**src/rtl/mul_pkg.sv**
```systemverilog
// Shared definitions for the radix-4 sequential multiplier.
package mul_pkg;

   // FSM encoding shared by the multiplier and anything that observes it.
   typedef logic [1:0] state_t;
   localparam state_t IDLE = 2'd0;
   localparam state_t RUN  = 2'd1;
   localparam state_t DONE = 2'd2;

   // Number of 2-bit multiplier digits retired for a given operand width.
   function automatic int digits_of(input int width);
      return width / 2;
   endfunction

   // Counter width able to hold the value DIGITS (counts DIGITS down to 1).
   function automatic int cnt_width(input int width);
      return $clog2(digits_of(width) + 1);
   endfunction

endpackage

```
**src/rtl/mul_digit_r4.sv**
```systemverilog
// Radix-4 digit product: multiplies a full-width multiplicand by a 2-bit digit.
module mul_digit_r4 #(
   parameter int WIDTH = 8
) (
   input  logic [WIDTH-1:0] mcand,
   input  logic [1:0]       digit,
   output logic [WIDTH+1:0] pp
);

   // Select 0, 1x, 2x or 3x multiplicand; 3x is the only case needing an adder.
   always_comb begin
      pp = '0;
      case (digit)
         2'd0: pp = '0;
         2'd1: pp = {2'b00, mcand};
         2'd2: pp = {1'b0, mcand, 1'b0};
         2'd3: pp = {1'b0, mcand, 1'b0} + {2'b00, mcand};
         default: pp = '0;
      endcase
   end

endmodule

```
**src/rtl/mul_seq_r4.sv**
```systemverilog
// Iterative unsigned WIDTH x WIDTH multiplier, one radix-4 digit per clock.
module mul_seq_r4
   import mul_pkg::*;
#(
   parameter int WIDTH = 8
) (
   input  logic               clk,
   input  logic               rst,
   input  logic               start,
   input  logic [WIDTH-1:0]   a,
   input  logic [WIDTH-1:0]   b,
   output logic               busy,
   output logic               done,
   output logic [2*WIDTH-1:0] product
);

   localparam int DIGITS = digits_of(WIDTH);
   localparam int CW     = cnt_width(WIDTH);
   localparam logic [CW-1:0] CNT_INIT = CW'(DIGITS);
   localparam logic [CW-1:0] CNT_ONE  = CW'(1);

   state_t               state_q,   state_d;
   logic [WIDTH-1:0]     mcand_q,   mcand_d;
   logic [WIDTH-1:0]     mplr_q,    mplr_d;
   logic [2*WIDTH-1:0]   acc_q,     acc_d;
   logic [CW-1:0]        count_q,   count_d;
   logic [2*WIDTH-1:0]   product_q, product_d;

   logic [WIDTH+1:0]     pp;
   logic [2*WIDTH+1:0]   sum;
   logic [2*WIDTH-1:0]   acc_step;

   mul_digit_r4 #(.WIDTH(WIDTH)) u_digit (
      .mcand (mcand_q),
      .digit (mplr_q[1:0]),
      .pp    (pp)
   );

   // Add the digit product at the top of the accumulator and shift right by one
   // digit; the two extra sum bits keep the carry that the shift brings back in.
   always_comb begin
      sum      = {2'b00, acc_q} + {pp, {WIDTH{1'b0}}};
      acc_step = sum[2*WIDTH+1:2];
   end

   // Next-state logic: operand load, per-digit iteration and result capture.
   always_comb begin
      state_d   = state_q;
      mcand_d   = mcand_q;
      mplr_d    = mplr_q;
      acc_d     = acc_q;
      count_d   = count_q;
      product_d = product_q;
      case (state_q)
         IDLE: begin
            if (start) begin
               state_d = RUN;
               mcand_d = a;
               mplr_d  = b;
               acc_d   = '0;
               count_d = CNT_INIT;
            end
         end
         RUN: begin
            acc_d   = acc_step;
            mplr_d  = mplr_q >> 2;
            count_d = count_q - CNT_ONE;
            if (count_q == CNT_ONE) begin
               state_d   = DONE;
               product_d = acc_step;
            end
         end
         DONE: begin
            if (start) begin
               state_d = RUN;
               mcand_d = a;
               mplr_d  = b;
               acc_d   = '0;
               count_d = CNT_INIT;
            end else begin
               state_d = IDLE;
            end
         end
         default: state_d = IDLE;
      endcase
   end

   // State and datapath registers with synchronous reset.
   always_ff @(posedge clk) begin
      if (rst) begin
         state_q   <= IDLE;
         mcand_q   <= '0;
         mplr_q    <= '0;
         acc_q     <= '0;
         count_q   <= '0;
         product_q <= '0;
      end else begin
         state_q   <= state_d;
         mcand_q   <= mcand_d;
         mplr_q    <= mplr_d;
         acc_q     <= acc_d;
         count_q   <= count_d;
         product_q <= product_d;
      end
   end

   // Status outputs decode directly from the registered state.
   always_comb begin
      busy    = (state_q == RUN);
      done    = (state_q == DONE);
      product = product_q;
   end

endmodule

```
**config.mk**
```make
export PLATFORM = sky130hd
export DESIGN_NAME = mul_seq_r4
export DESIGN_NICKNAME = d
export VERILOG_FILES = /design/src/rtl/mul_pkg.sv /design/src/rtl/mul_digit_r4.sv /design/src/rtl/mul_seq_r4.sv
export SDC_FILE = /design/constraint.sdc
export NUM_CORES = 1
export LEC_CHECK = 0
export CAP_MARGIN = 20
export CORE_MARGIN = 10
export CORE_UTILIZATION = 25
export DETAILED_ROUTE_END_ITERATION = 7
export HOLD_SLACK_MARGIN = 0.06
export MAX_ROUTING_LAYER = met4
export PLACE_DENSITY = 0.48
export SYNTH_ARGS = -nofsm -noshare
export SYNTH_HDL_FRONTEND = slang
export SYNTH_SLANG_ARGS = --single-unit
```
**constraint.sdc**
```tcl
create_clock -name clk -period 4.1 [get_ports clk]
set_clock_uncertainty 0.05 [all_clocks]
set_input_delay 0.41 -clock clk [delete_from_list [all_inputs] [get_ports clk]]
set_output_delay 0.41 -clock clk [all_outputs]
set_load 0.1 [all_outputs]
```
# Word-level counts from Yosys, hierarchy flattened
# Index checks and enable logic that the tools add are counted.
[totals]
register_bits = 53
inputBits = 19
elab_cells = 37
[classes]
mux = 11
n_reduce_logical = 8
eq_ne = 9
n_addsub = 3
[op_table]
columns = ["op", "n"]
rows = [
  ["10-bit one-hot mux with 4 select lines", 1],
  ["16-bit one-hot mux with 2 select lines", 1],
  ["16-bit by 18-bit adder with 18-bit output", 1],
  ["16-bit two-way mux", 1],
  ["8-bit one-hot mux with 2 select lines", 1],
  ["9-bit by 8-bit adder with 10-bit output", 1],
  ["8-bit two-way mux", 1],
  ["2-bit AND reduction", 4],
  ["2-bit equality test, second input constant", 3],
  ["2-bit one-hot mux with 3 select lines", 1],
  ["3-bit one-hot mux with 2 select lines", 1],
  ["2-bit by 1-bit equality test with 1-bit output, second input constant", 2],
  ["2-bit zero test", 2],
  ["2-bit two-way mux", 2],
  ["2-bit by 1-bit != test with 1-bit output, second input constant", 2],
  ["3-bit by 1-bit equality test with 1-bit output, second input constant", 1],
  ["3-bit two-way mux", 1],
  ["3-bit by 1-bit subtractor with 3-bit output, second input constant", 1],
  ["2-bit != test, second input constant", 1],
  ["2-bit nonzero test", 1],
  ["2-bit OR reduction", 1],
  ["1-bit two-way mux", 1],
]

# Logic depth before layout (Yosys ltp)
# Gate-level depths: netlist of the first run.
[depth]
depth_word = 4
mapped_depth = 16
depth_no_buf = 16

# By module
# From an unflattened synthesis of the first run, not the netlist that was laid out.
[hier_totals]
cells_unflattened = 341
area_unflattened_um2 = 2777.7
[modules_own_cells]
columns = ["module", "cells_each", "n_inst", "area_per_inst_um2", "seq_area_each_um2"]
rows = [
  ["mul_seq_r4", 273, 1, 2303.5, 1021.0],
  ["mul_digit_r4", 68, 1, 474.2, 0.0],
]

# Least setup slack after synthesis of the first run
# Ideal clock, no wire load.
[synth_path]
kind = "flip-flop to flip-flop"
start = "reg mcand_q[1]"
end = "reg acc_q[14]"
arrival_ns = 2.881
synth_period_minus_slack_ns = 3.057
n_path_buf = 0
required_ns = 3.924
path_slack_ns = 1.043
setup_time_ns = 0.126
stages_incl_launch_ff = 15
cell_sequence = "dfxtp_1 > ha_1 > inv_1 > fa_1 > nor2b_4 > o31a_1 > a211oi_1 > a21o_1 > a22o_1 > ha_1 > or3_1 > o21a_1 > o31ai_1 > xor2_1 > o21ai_0"
[synth_between]
elab_chain_cells = 4
[synth_lines]
columns = ["element", "line", "text"]
rows = [
  ["start: declaration", "mul_seq_r4.sv:23", "logic [WIDTH-1:0] mcand_q, mcand_d;"],
  ["start signal: assignment", "mul_seq_r4.sv:99", "mcand_q <= mcand_d;"],
  ["9-bit by 8-bit adder with 10-bit output", "mul_digit_r4.sv:17", "2'd3: pp = {1'b0, mcand, 1'b0} + {2'b00, mcand};"],
  ["10-bit one-hot mux with 4 select lines *", "mul_digit_r4.sv:13", "case (digit)"],
  ["16-bit by 18-bit adder with 18-bit output *", "mul_seq_r4.sv:42", "sum = {2'b00, acc_q} + {pp, {WIDTH{1'b0}}};"],
  ["16-bit one-hot mux with 2 select lines *", "mul_seq_r4.sv:54", "case (state_q)"],
  ["end signal: assignment", "mul_seq_r4.sv:94", "acc_q <= '0;"],
  ["end signal: assignment", "mul_seq_r4.sv:101", "acc_q <= acc_d;"],
  ["end: declaration", "mul_seq_r4.sv:25", "logic [2*WIDTH-1:0] acc_q, acc_d;"],
]
# Every way passes the cells marked *; elsewhere a longest branch is shown, timed or not.
# A chain may end at the register's enable or synchronous reset.

# Final worst setup path of the first run
[layout_path]
start = "reg mcand_q[1]"
end = "reg product_q[15] (netlist: product[15])"
[layout_between]
elab_chain_cells = 3
[layout_lines]
columns = ["element", "line", "text"]
rows = [
  ["9-bit by 8-bit adder with 10-bit output", "mul_digit_r4.sv:17", ""],
  ["10-bit one-hot mux with 4 select lines *", "mul_digit_r4.sv:13", ""],
  ["16-bit by 18-bit adder with 18-bit output *", "mul_seq_r4.sv:42", ""],
  ["end signal: assignment", "mul_seq_r4.sv:103", "product_q <= product_d;"],
  ["end: declaration", "mul_seq_r4.sv:27", "logic [2*WIDTH-1:0] product_q, product_d;"],
]
# Marks and branches as above.

==> results of run 1 <==
## flip-flops by register name, summed over array words and instances, names as in the netlist
signal,count
product,16
acc_q,14
mcand_q,8
mplr_q,8
count_q,3
state_q,2
## where the power goes
part / internal, mW / leakage [nW] / switching, mW
Sequential: 0.516 / 0.415 / 0.0228
Clock: 0.248 / 0.0703 / 0.191
Combinational: 0.0790 / 0.803 / 0.113
Total: 0.843 / 1.29 / 0.326
## worst min-delay path, cell delays in order (launching register included)
cell and delay, ns:
dfxtp_1 0.32, nand2_1 0.05, a21oi_1 0.05
## logic make-up after synthesis
family	share of synthesized area, %
buf+inv	4.49
mux	2.99
simple gates	19.0
fa+ha+maj	9.61
flops	37.0
compound gates	23.2
xor+xnor	3.81
## final cells by class
type                       count  area [µm²]
fill                        1205        7460
multi-input combinational    248        1620
sequential                    51        1020
timing repair buffer          39         375
tap                          140         175
clock inverter                 3        71.3
clock buffer                   5        68.8
inverter                      13        48.8
## per-stage QoR
stage / instance area [µm²] / total power, mW / std cells
global route: 3380 / 1.23 / 499
finish: 3380 / 1.17 / 499
detailed placement: 3240 / 0.745 / 491
global placement: 3240 / 0.744 / 491
floorplan: 2760 / 0.688 / 330
CTS: 3380 / 1.18 / 499
## Yosys cell counts, drive strengths merged (2+ instances only)
cell type / n
dfxtp: 51
nand2: 44
nor2: 34
a21oi: 33
ha: 18
inv: 13
o21ai: 13
a22oi: 12
clkbuf: 12
a211oi: 10
xnor2: 8
nand2b: 7
buf: 6
mux2i: 6
o21a: 6
a21o: 5
nand3b: 5
nor3: 5
a22o: 4
nor2b: 4
xor2: 4
nand4b: 3
o31ai: 3
a21boi: 2
and2: 2
fa: 2
mux2: 2
nand3: 2
o22ai: 2
o31a: 2
or4: 2
## how the worst max path moves through the flow
| stage | cells past startpoint | end | startpoint |
|---|---|---|---|
| finish | 13 | product[15] | mcand_q[1] |
| global route | 13 | product[15] | mcand_q[1] |
| CTS | 13 | product[15] | mcand_q[1] |
| detailed placement | 13 | product[15] | mcand_q[1] |
| global placement | 13 | product[15] | mcand_q[1] |
| floorplan | 14 | acc_q[14] | mcand_q[1] |
## layer usage
layer | routed length, µm | track usage [%] | vias to the layer above
li1 | - | - | 1212
met1 | 3460 | 11.6 | 1069
met2 | 3100 | 14.1 | 34
met3 | 134 | 1.48 | 7
met4 | 92 | 2.64 | 0
met5 | 0 | - | -
## layout by cell type (no fill, tap or decap), types with 2 or more instances in the layout
cell / count
or4_1: 2
inv_1: 13
clkdlybuf4s50_1: 34
nor2b_1: 3
nand2_1: 44
o21ai_0: 12
fa_1: 2
o31a_1: 2
a22oi_1: 12
mux2_2: 2
a21oi_1: 33
and2_1: 2
clkbuf_8: 5
a22o_1: 4
bufinv_16: 2
nor2_1: 34
o31ai_1: 2
dfxtp_1: 51
mux2i_1: 6
ha_1: 18
o22ai_1: 2
nand3b_1: 5
o21a_1: 6
buf_4: 4
nand4b_1: 3
a211oi_2: 2
xnor2_1: 8
nand3_1: 2
nor3_1: 5
a21o_1: 5
xor2_1: 4
nand2b_1: 6
a211oi_1: 8
==> results.cfg, run 1 <==
[outcome]
outcome = finished, final reports clean

[timing]
rsz0062_at_grt = false
fin_crit_sh_pct = 83.1
fmax_mhz = 294
slew-limit-headroom_pct = 31.2
setup_viol = 0
period_needed_ns = 3.41
tns_ns = 0
hold_violations = 0
drv_slew = 0
finalWorstSetupSlack_ns = 0.695
worst_slew_pin_slew_ns = 1.03
hold_ws_ns = 0.410

[grt]
antenna_found_initial = 0
grt_overflow = 0
grt_pass1_wl_um = 11800
grt_pass1_vias = 2334
grt_max_degree = 58
grt_usage_pct = 9.00

[logic_synthesis]
synthArstFlopShare_pct = 0
synth_area_um2 = 2760
postSynthCellCount = 330
synth_cell_types = 47
synth_edf_count = 0
syn-num-nets = 369
synthTopCellsByArea = dfxtp_1 37%, ha_1 8.2%, a21oi_1 6.0%
synth_ff_type = dfxtp_1
yosys_warnings = 0
synth_seq_cells = 51
synth-seq-area-share_pct = 37.0
syn_area_per_cell_um2 = 8.37
synth_top_area_share_pct = 37.0
yosys.area.top_type = dfxtp_1

[power]
power.density_nw_per_um2 = 346
vdd.ir_drop.worst_v = 0.000157
p_leak_nw = 1.29

[routing]
num_vias = 2322
drt_iter0_markers = 115
vias_per_cell = 4.65
drc = 0
ant_nets = 0
wl_per_cell_um = 13.6
firstDrtPassIters = 4
routed_wl_um = 6790

[critical_path]
worst-path-buf-inv = 1
path_class = flip-flop to flip-flop
reg2reg_to = product[15]
crit_slowest_cell = fa_1
end_kind = flip-flop
cp_top_family = adder cells
required_ns = 4.21
reg2reg_from = mcand_q[1]
cp_slowest_stage_delay_ns = 0.44
r2r_setup_slack_ns = 0.69
path_cells = ha_1, inv_1, fa_1, xnor2_1, mux2_2, a22o_1, ha_1, a21o_1, a21oi_1, a21boi_0, o2111ai_2, xnor2_1, a211oi_2
startpoint_type = flip-flop
arrival_ns = 3.51
rr_worst_depth = 13
crit_fanout = 5

[hold_path]
whs_endpoint = product[1]
hold_start = product[1]
hold_depth = 2
hp-class = flip-flop to flip-flop

[clocking]
insertion_delay_ns = 0.31
clock-sinks = 51
cts_buffers = 5
clock_tree.root_cell = clkbuf_8
postCtsHoldBufs = 0
tritoncts = done
cts_htree_levels = 2
cts_setup_buffers = 0
path_clk_slew_ns = 0.11
cts-resized-gates = 0
clockBufferDepth = 2

[placement]
place_hpwl_um = 4900
gp_congestion = 0.813
numPortBuffers = 36
place_ws_ns = 0.746

[final_layout]
antenna_cells = 0
area_delta_synth_final_pct = 22.3
final_core_util_pct = 31.2
final_layout_size_suffix_gt1_share_pct = 6.13
nets = 397

[floorplanning]
num_rows = 38
core-area_um2 = 10800
io_pins = 37
initial_core_util_pct = 25.5
die-area_um2 = 15700
dieHeight_um = 125
die_x_um = 125

[job]
maxCapViolations = 0
(Power assumes the default switching activity.)
==> run 2, diff against run 1 <==
Clock period 4.1 ns to 3.4 ns, I/O delays scaled along.
==> run 2 against run 1 <==
Utilization grew 0.15 points. Worst hold slack gained 0.00060 ns. Sequential share of layout area shrank 0.071 points. Register-to-register slack lost 0.48 ns. Global-route usage grew 0.099 points. First-iteration DRC count shrank 4.3%. Setup slack lost 0.48 ns. Non-clock buffer count grew 6. Critical path depth shrank 1. Wire length grew 2.5%. Critical endpoint is now acc_q[12]. Largest cell class unchanged.
==> results.cfg, run 2 (synthesis results as in run 1) <==
[timing]
fmax_mhz = 314
hold_violations = 0
slew-limit-headroom_pct = 34.4
drv_slew = 0
tns_ns = 0
worst_slew_pin_slew_ns = 0.981
finalWorstSetupSlack_ns = 0.218
hold_ws_ns = 0.411
setup_viol = 0
fin_crit_sh_pct = 93.6
period_needed_ns = 3.18

[floorplanning]
initial_core_util_pct = 25.5
die_x_um = 125
core-area_um2 = 10800
die-area_um2 = 15700
dieHeight_um = 125
io_pins = 37
num_rows = 38

[routing]
num_vias = 2345
wl_per_cell_um = 13.8
routed_wl_um = 6960
drt_iter0_markers = 110
ant_nets = 0
drc = 0
firstDrtPassIters = 4
vias_per_cell = 4.64

[final_layout]
area_delta_synth_final_pct = 22.9
layout_commonest_cell = dfxtp_1
largest_register_ffs = 16
antenna_cells = 0
final_layout_size_suffix_gt1_share_pct = 9.59
most-common-layout-cells = 49 x dfxtp_1, 44 x nand2_1, 34 x nor2_1
fill_cells = 1173
nets = 403

[hold_path]
hp-class = flip-flop to flip-flop

[critical_path]
crit_fanout = 5
path_cells = ha_2, inv_1, fa_2, a21oi_1, a22o_1, ha_1, nor2b_1, o21ai_0, a21boi_1, o21a_1, or4_1, nand3_1
end_kind = flip-flop
worst-path-buf-inv = 1
arrival_ns = 3.39
path_class = flip-flop to flip-flop
startpoint_type = flip-flop
crit_slowest_cell = fa_2
required_ns = 3.61
cp_slowest_stage_delay_ns = 0.51
cp_top_family = adder cells

[power]
p_leak_nw = 1.29
power.density_nw_per_um2 = 377
vdd.ir_drop.worst_v = 0.000174
finalPower_mw = 1.28

[clocking]
insertion_delay_ns = 0.32
clock_tree.root_cell = clkbuf_8
clockBufferDepth = 2
clock-sinks = 51
postCtsHoldBufs = 0
cts_setup_buffers = 0
tritoncts = done
cts_buffers = 5
path_clk_slew_ns = 0.10
cts_htree_levels = 2

[grt]
grt_usage_pct = 9.10
grt_pass1_vias = 2389
grt_max_degree = 43
antenna_found_initial = 0
grt_pass1_wl_um = 11700
grt_overflow = 0

[outcome]
outcome = finished, final reports clean

[placement]
numPortBuffers = 36
place_ws_ns = 0.0383
place_hpwl_um = 5000
gp_congestion = 0.837

[job]
maxCapViolations = 0
-- run 2: cell count changes in the layout (fill, tap and decap cells not counted), moves of 2 or more --
cell       previous run  this run
buf_4                 4        11
bufinv_16             2         0
dfxtp_1              51        49
dfxtp_2               0         2
-- run 2: per-stage QoR --
step           std cells  cell area, µm²  util (%)
2_1_floorplan        330            2760         -
3_3_place_gp         497            3280      30.3
3_5_place_dp         497            3280      30.3
4_1_cts              505            3380      31.1
5_1_grt              505            3390      31.3
6_report             505            3390      31.3
-- run 2: cell type report --
type | count | area, µm² | share of cell area [%]
multi-input cells | 248 | 1630 | 48.1
well taps | 140 | 175 | 5.16
inverters | 13 | 48.8 | 1.44
clock buffers | 5 | 68.8 | 2.03
repair buffers | 45 | 418 | 12.3
flip-flops and latches | 51 | 1020 | 30.2
clock inverters | 3 | 27.5 | 0.811
-- run 2: power breakdown --
part / internal [mW] / leakage [nW] / switching, mW
Clock: 0.152 / 0.0463 / 0.237
Combinational: 0.101 / 0.823 / 0.144
Sequential: 0.622 / 0.416 / 0.0232
Total: 0.876 / 1.29 / 0.403
-- run 2: path summary, 6_finish.rpt --
kind              start         end  slack, ns  cells past startpoint
min          product[3]  product[3]       0.41                      2
min reg2reg  product[3]  product[3]       0.41                      2
max reg2reg  mcand_q[1]   acc_q[12]       0.22                     12
max          mcand_q[1]   acc_q[12]       0.22                     12
-- run 2: tightest hold or removal path: cells and delay by family (launching register included) --
family             cells  cell delay (ns)
and+or+nand+nor        1             0.05
DFF                    1             0.32
AOI/OAI and AO/OA      1             0.05
-- run 2: what timing repair did --
action	in CTS	in global routing
pin swaps	0	1
setup endpoints to repair	1	8
gates resized for setup	1	6
-- run 2: layer usage --
| metal | track usage (%) | vias up | routed length, µm |
|---|---|---|---|
| li1 | - | 1225 | - |
| met1 | 11.5 | 1081 | 3530 |
| met2 | 14.5 | 31 | 3190 |
| met3 | 1.56 | 8 | 141 |
| met4 | 2.71 | 0 | 97 |
| met5 | - | - | 0 |
